$ cat src/rtl/avalon_master_arbiter.sv
// Round-robin arbiter sharing one Avalon-MM master port among NUM_REQ requesters.
// Commands pass through combinationally. A stalled winner keeps the port until
// its command is accepted. An ID FIFO steers each read response back to the
// requester that issued the read.
module avalon_master_arbiter #(
  parameter int NUM_REQ     = 3,
  parameter int MAX_PENDING = 8
) (
  input  logic                          clock,
  input  logic                          reset,
  input  logic [NUM_REQ*32-1:0]         req_address,
  input  logic [NUM_REQ*32-1:0]         req_writedata,
  input  logic [NUM_REQ-1:0]            req_read,
  input  logic [NUM_REQ-1:0]            req_write,
  output logic [NUM_REQ-1:0]            req_waitrequest,
  output logic [31:0]                   req_readdata,
  output logic [NUM_REQ-1:0]            req_readdatavalid,
  output logic [31:0]                   m1_address,
  output logic [31:0]                   m1_writedata,
  output logic                          m1_read,
  output logic                          m1_write,
  input  logic                          m1_waitrequest,
  input  logic                          m1_readdatavalid,
  input  logic [31:0]                   m1_readdata,
  output logic [$clog2(MAX_PENDING):0]  pending_count,
  output logic                          rsp_error
);

  localparam int ID_W  = $clog2(NUM_REQ);
  localparam int PTR_W = $clog2(MAX_PENDING);
  localparam int CNT_W = PTR_W + 1;
  localparam logic [CNT_W-1:0] MAX_CNT = CNT_W'(MAX_PENDING);
  localparam logic [ID_W:0]    NREQ    = (ID_W+1)'(NUM_REQ);
  localparam logic [ID_W-1:0]  LAST_ID = ID_W'(NUM_REQ - 1);

  logic [ID_W-1:0]  r_ptr;
  logic             r_locked;
  logic [ID_W-1:0]  r_owner;
  logic [ID_W-1:0]  r_fifo [MAX_PENDING];
  logic [PTR_W-1:0] r_wr_ptr;
  logic [PTR_W-1:0] r_rd_ptr;
  logic [CNT_W-1:0] r_pending_count;
  logic             r_rsp_error;

  logic               w_read_ok;
  logic [NUM_REQ-1:0] w_elig;
  logic [ID_W:0]      w_scan_sum;
  logic               w_scan_vld;
  logic [ID_W-1:0]    w_scan_idx;
  logic               w_owner_act;
  logic               w_grant_vld;
  logic [ID_W-1:0]    w_grant_idx;
  logic [NUM_REQ-1:0] w_grant_oh;
  logic               w_accept;
  logic               w_push;
  logic               w_pop;
  logic               w_fifo_empty;
  logic [ID_W-1:0]    w_head;
  logic [ID_W-1:0]    w_ptr_next;

  // Eligibility uses the registered count, so a same-cycle pop never unmasks reads.
  assign w_read_ok   = (r_pending_count < MAX_CNT);
  assign w_elig      = req_write | (req_read & {NUM_REQ{w_read_ok}});
  assign w_owner_act = req_read[r_owner] | req_write[r_owner];

  // Find the first eligible requester scanning from r_ptr with wrap-around.
  always_comb begin
    w_scan_vld = 1'b0;
    w_scan_idx = '0;
    w_scan_sum = '0;
    for (int k = 0; k < NUM_REQ; k++) begin
      w_scan_sum = {1'b0, r_ptr} + (ID_W+1)'(k);
      if (w_scan_sum >= NREQ) w_scan_sum = w_scan_sum - NREQ;
      if (!w_scan_vld && w_elig[w_scan_sum[ID_W-1:0]]) begin
        w_scan_vld = 1'b1;
        w_scan_idx = w_scan_sum[ID_W-1:0];
      end
    end
  end

  // While locked only the owner may drive the port; otherwise the scan winner does.
  always_comb begin
    if (r_locked) begin
      w_grant_vld = w_elig[r_owner];
      w_grant_idx = r_owner;
    end else begin
      w_grant_vld = w_scan_vld;
      w_grant_idx = w_scan_idx;
    end
  end

  // Mux the granted requester onto m1; a write takes precedence over a read.
  always_comb begin
    m1_address   = '0;
    m1_writedata = '0;
    m1_read      = 1'b0;
    m1_write     = 1'b0;
    w_grant_oh   = '0;
    for (int i = 0; i < NUM_REQ; i++) begin
      if (w_grant_vld && (w_grant_idx == ID_W'(i))) begin
        w_grant_oh[i] = 1'b1;
        m1_address    = req_address[32*i +: 32];
        m1_writedata  = req_writedata[32*i +: 32];
        m1_write      = req_write[i];
        m1_read       = req_read[i] & ~req_write[i];
      end
    end
  end

  assign w_accept        = w_grant_vld & ~m1_waitrequest;
  assign req_waitrequest = ~(w_grant_oh & {NUM_REQ{w_accept}});
  assign w_ptr_next      = (w_grant_idx == LAST_ID) ? '0 : w_grant_idx + ID_W'(1);

  assign w_fifo_empty = (r_pending_count == '0);
  assign w_push       = w_accept & m1_read;
  assign w_pop        = m1_readdatavalid & ~w_fifo_empty;
  assign w_head       = r_fifo[r_rd_ptr];

  // Steer the response beat to the requester at the FIFO head.
  always_comb begin
    req_readdatavalid = '0;
    for (int i = 0; i < NUM_REQ; i++) begin
      req_readdatavalid[i] = w_pop && (w_head == ID_W'(i));
    end
  end

  assign req_readdata  = m1_readdata;
  assign pending_count = r_pending_count;
  assign rsp_error     = r_rsp_error;

  // Arbitration state: round-robin pointer and stall lock.
  always_ff @(posedge clock) begin
    if (reset) begin
      r_ptr    <= '0;
      r_locked <= 1'b0;
      r_owner  <= '0;
    end else if (w_accept) begin
      r_locked <= 1'b0;
      r_ptr    <= w_ptr_next;
    end else if (w_grant_vld) begin
      r_locked <= 1'b1;
      r_owner  <= w_grant_idx;
    end else if (r_locked && !w_owner_act) begin
      r_locked <= 1'b0;
    end
  end

  // Outstanding-read bookkeeping and sticky unexpected-response flag.
  always_ff @(posedge clock) begin
    if (reset) begin
      r_wr_ptr        <= '0;
      r_rd_ptr        <= '0;
      r_pending_count <= '0;
      r_rsp_error     <= 1'b0;
    end else begin
      if (w_push) r_wr_ptr <= r_wr_ptr + PTR_W'(1);
      if (w_pop)  r_rd_ptr <= r_rd_ptr + PTR_W'(1);
      if (w_push && !w_pop)      r_pending_count <= r_pending_count + CNT_W'(1);
      else if (!w_push && w_pop) r_pending_count <= r_pending_count - CNT_W'(1);
      if (m1_readdatavalid && w_fifo_empty) r_rsp_error <= 1'b1;
    end
  end

  // ID storage needs no reset; the pointers define which entries are live.
  always_ff @(posedge clock) begin
    if (w_push) r_fifo[r_wr_ptr] <= w_grant_idx;
  end

endmodule
$ cat config.mk
export PLATFORM = sky130hd
export DESIGN_NAME = avalon_master_arbiter
export DESIGN_NICKNAME = d
export VERILOG_FILES = /design/src/rtl/avalon_master_arbiter.sv
export SDC_FILE = /design/constraint.sdc
export NUM_CORES = 1
export LEC_CHECK = 0
export ABC_AREA = 1
export CORE_AREA = 2 2 133 135
export CTS_BUF_LIST = sky130_fd_sc_hd__clkbuf_4 sky130_fd_sc_hd__clkbuf_8
export DETAILED_ROUTE_END_ITERATION = 12
export DIE_AREA = 0 0 135 137
export PLACE_DENSITY = 0.58
export SYNTH_ARGS = -nofsm -noshare
export SYNTH_HDL_FRONTEND = slang
export SYNTH_SLANG_ARGS = --single-unit
$ cat constraint.sdc
create_clock -name clock -period 6.6 [get_ports clock]
set_input_delay 0.99 -clock clock [delete_from_list [all_inputs] [get_ports clock]]
set_output_delay 0.99 -clock clock [all_outputs]
set_load 0.01 [all_outputs]
==> results by group <==
Power
  • Power share of the clock group: under 10%
  • Sequential share of power: between 10% and 20%
  • Power Internal: between 1 and 1.5 mW
  • Switching power share of the total: 44.0%
  • Pleak: ~2.5 nW
  • Tot Pwr: 2.01 mW
  • Worst VDD drop: ~0.15 mV
  • P_sw: 885 µW
  • Comb pwr share: 75.2%
  • Pwr dens: ~330 nW/µm²

Layout
  • Post-route cell area: 6170 µm²
  • Fillers: 1,835
  • Non-filler instance count after layout: 963
  • Share of layout cells above drive strength 1: 4.90%
  • Fin util: about 36%
  • Final #Nets: 976
  • Area grow syn2layout: 86.2%

Setup path
  • Critical R2R Capture: pending_count[3]
  • CP Depth: 15
  • CP max stage delay: 560 ps
  • CP Capture Point: m1_writedata[30]
  • CP Max Fanout: between 50 and 60
  • Crit path max-delay family: buffers and inverters
  • Crit end category: output port
  • Crit-path slowest cell: clkdlybuf4s50_1
  • Setup CP Type: in2out
  • CP Buf/Inv Count: 5
  • CP dominant cell by count: nand2_1
  • Worst Setup SP: req_write[1]
  • CP Data Required Time: approximately 5600 ps
  • Worst r2r path cells: 28
  • Critical path arrival: about 4200 ps
  • Crit path cell chain: clkdlybuf4s50_1 > inv_1 > nand2_2 > nand3_1 > nand2_1 > nand3_1 > nand2_1 > nand3_2 > nand2_1 > inv_2 > nor3_4 > buf_12 > nand2_1 > nand2_1 > clkdlybuf4s50_1
  • Worst r2r src: r_ptr[0]
  • Kind of start point of the critical path: primary input
  • R2r setup slk: roughly 2300 ps

Timing
  • Min Hold Slack: ~450 ps
  • RSZ-0062 raised after global routing: false
  • Slew headroom: a little under half
  • Final hold violation count: 0
  • Final Slew Violations: 0
  • Worst Setup Slack, final: around 1400 ps
  • Layout Skew: between 6 and 7 ps
  • Crit path time final: approximately 5200 ps
  • Fmax: around 0.19 GHz
  • Finish-stage setup viols: 0
  • Final setup TNS: 0 ps
  • Tightest Pin Transition: about 790 ps
  • Tcrit/Tclk final: 78.4%

Global routing
  • Initial antenna violation count: 9
  • Pin count of the biggest net entering global routing: roughly 70
  • Number of global-route vias before repair: 4,155
  • First-pass GRT wire length: 24,400 µm
  • Total gr overflow: 0
  • Tot GR Track Use: about 18%

Clocking
  • # hold bufs at CTS: 0
  • CTS H-tree depth: 2
  • Cts repair resizes: 0
  • Setup Fix Bufs, Post-CTS: 0
  • CTS tree: built
  • CTS sink count: 35
  • Worst skew pair latency: about 290 ps
  • TritonCTS Buffers: 5
  • Reg clk slew, reported paths: around 70 ps
  • CTS root buf: clkbuf_8
  • Clock Tree Buf Depth: 2

Route
  • Via count: roughly 4,300
  • # DRC: 0
  • Routed Antenna Nets: 0
  • DR WL/cell: 18.1 µm
  • Total wire length: 17,400 µm
  • Vias per cell: 4.47
  • Iteration count of the initial detailed-routing pass: 5
  • DR iter-0 viols: around 340

Synthesis
  • Cells after synthesis: 500
  • #FFs+latches synth: 35
  • Post-Syn Area: 3320 µm²
  • Area leader, netlist: nand2_1
  • Mapped Nets: approximately 740
  • Top-area cell type share of the netlist area: about a fifth
  • Top cells by area, synth: nand2_1 20%, a22oi_1 15%, edfxtp_1 14%, dfxtp_1 11%, buf_4 7.9%
  • YS warnings: 0
  • Synth cell types: 33
  • Synth Area per Inst: about 6.6 µm²
  • Sequential fraction of the synthesis area: 26.0%

Floorplanning
  • Initial Util: around 19%
  • Core area: 17,100 µm²
  • Die width: around 140 µm
  • Ports: between 300 and 400
  • Die area: ~18,000 µm²
  • Die Y: ~140 µm
  • Rows: 48

Place
  • Cells after DPL: roughly 950
  • Dpl hpwl: approximately 14,000 µm
  • Placed cell area: slightly above 6000 µm²
  • Gp weighted congestion: ~0.80
  • Pre-CTS WS: about 1500 ps
  • Port Buf Inserts: roughly 280

Hold path
  • Class of the worst hold path: reg2reg

Status
  • Status: finished clean

Run
  • Max_cap viols: 0
-- flip-flops by register name, summed over array words and instances (netlist names), named ones only --
name / cells
pending_count: 4
r_fifo: 16
r_locked: 1
r_owner: 2
r_ptr: 2
r_rd_ptr: 3
r_wr_ptr: 3
rsp_error: 1
-- cell usage after synthesis --
cell type  number
o32ai_1         3
nand4_1         4
o21ai_0        19
xor2_1          2
clkbuf_1        4
inv_1          33
a21oi_1        15
nor3_1          1
nor3_2          1
nand3_2         2
a211oi_1        1
edfxtp_1       16
nand3b_1        1
buf_6           4
buf_2          12
inv_2           9
nor4_1          1
nor2_4          3
nor2_1         41
buf_4          35
o221ai_1        1
fa_1            1
ha_1            8
nand3_1        14
nand2_1       173
o21ai_2         1
dfxtp_1        19
nand2_2         7
o311ai_0        1
a22oi_1        65
mux2i_1         1
nor2_2          1
nand3_4         1
-- area by class of cell --
type | instances | area (µm²) | area share (%)
clock inverters | 3 | 43.8 | 0.709
clock buffers | 5 | 68.8 | 1.11
repair buffers | 281 | 2830 | 45.8
multi-input cells | 368 | 1920 | 31.1
well taps | 225 | 282 | 4.56
flip-flops and latches | 35 | 861 | 13.9
diodes | 4 | 10.0 | 0.162
inverters | 42 | 158 | 2.55
-- layout by cell type, fill, tap and decap left out, drive strengths merged --
master         synthesis  final
o21ai                 20     20
inv                   42     42
edfxtp                16     16
nor2                  45     45
a211oi                 1      1
nand3b                 1      1
nor3                   2      2
mux2i                  1      1
clkinv                 0      2
o311ai                 1      1
clkbuf                 4      5
nor4                   1      1
nand3                 17     17
ha                     8      8
nand4                  4      4
dfxtp                 19     19
fa                     1      1
xor2                   2      2
a21oi                 15     15
buf                   51      3
bufinv                 0      1
o221ai                 1      1
nand2                180    180
a22oi                 65     65
diode                  0      4
clkdlybuf4s50          0    278
o32ai                  3      3
-- worst min-delay path by stage --
stage	startpoint	to	slack, ps	depth (start not counted)
floorplan	r_rd_ptr[2]	flop	430	2
global route	rsp_error	rsp_error	500	2
CTS	rsp_error	rsp_error	460	2
global placement	rsp_error	rsp_error	440	2
finish	rsp_error	rsp_error	450	2
detailed placement	rsp_error	rsp_error	440	2
-- worst register-to-register path, delay by kind of cell, from the launching register on --
| family | cells | cell delay [ps] |
|---|---|---|
| DFF | 1 | 390 |
| adders and majority gates | 3 | 890 |
| and+or+nand+nor | 17 | 1580 |
| buffers and inverters | 5 | 920 |
| AOI/OAI and AO/OA | 3 | 460 |
-- power by group through the flow --
stage | Combinational [mW] | Sequential [mW] | Clock (mW)
after floorplan | 0.768 | 0.303 | 0
after global placement | 1.53 | 0.311 | 0
after detailed placement | 1.52 | 0.311 | 0
after CTS | 1.53 | 0.307 | 0.197
after global routing | 1.65 | 0.313 | 0.207
final | 1.51 | 0.306 | 0.193
-- cells by family after synthesis --
kind of cell / synth area share, %
XOR/XNOR: 0.528
AO/OA/AOI/OAI: 21.7
AND/OR/NAND/NOR: 31.6
flip-flops: 26.0
multiplexers: 0.302
adder cells (fa/ha/maj): 3.62
buffers and inverters: 16.3
-- per-layer routing --
layer | vias to the layer above | track usage [%] | share of wire, %
met3 | 24 | 9.33 | 12
met4 | 10 | 2.37 | 0.65
met2 | 217 | 24.6 | 42
met5 | - | 0 | 0.34
li1 | 2114 | - | -
met1 | 1935 | 24.4 | 45
No activity file was read; power rests on OpenSTA's default activity.
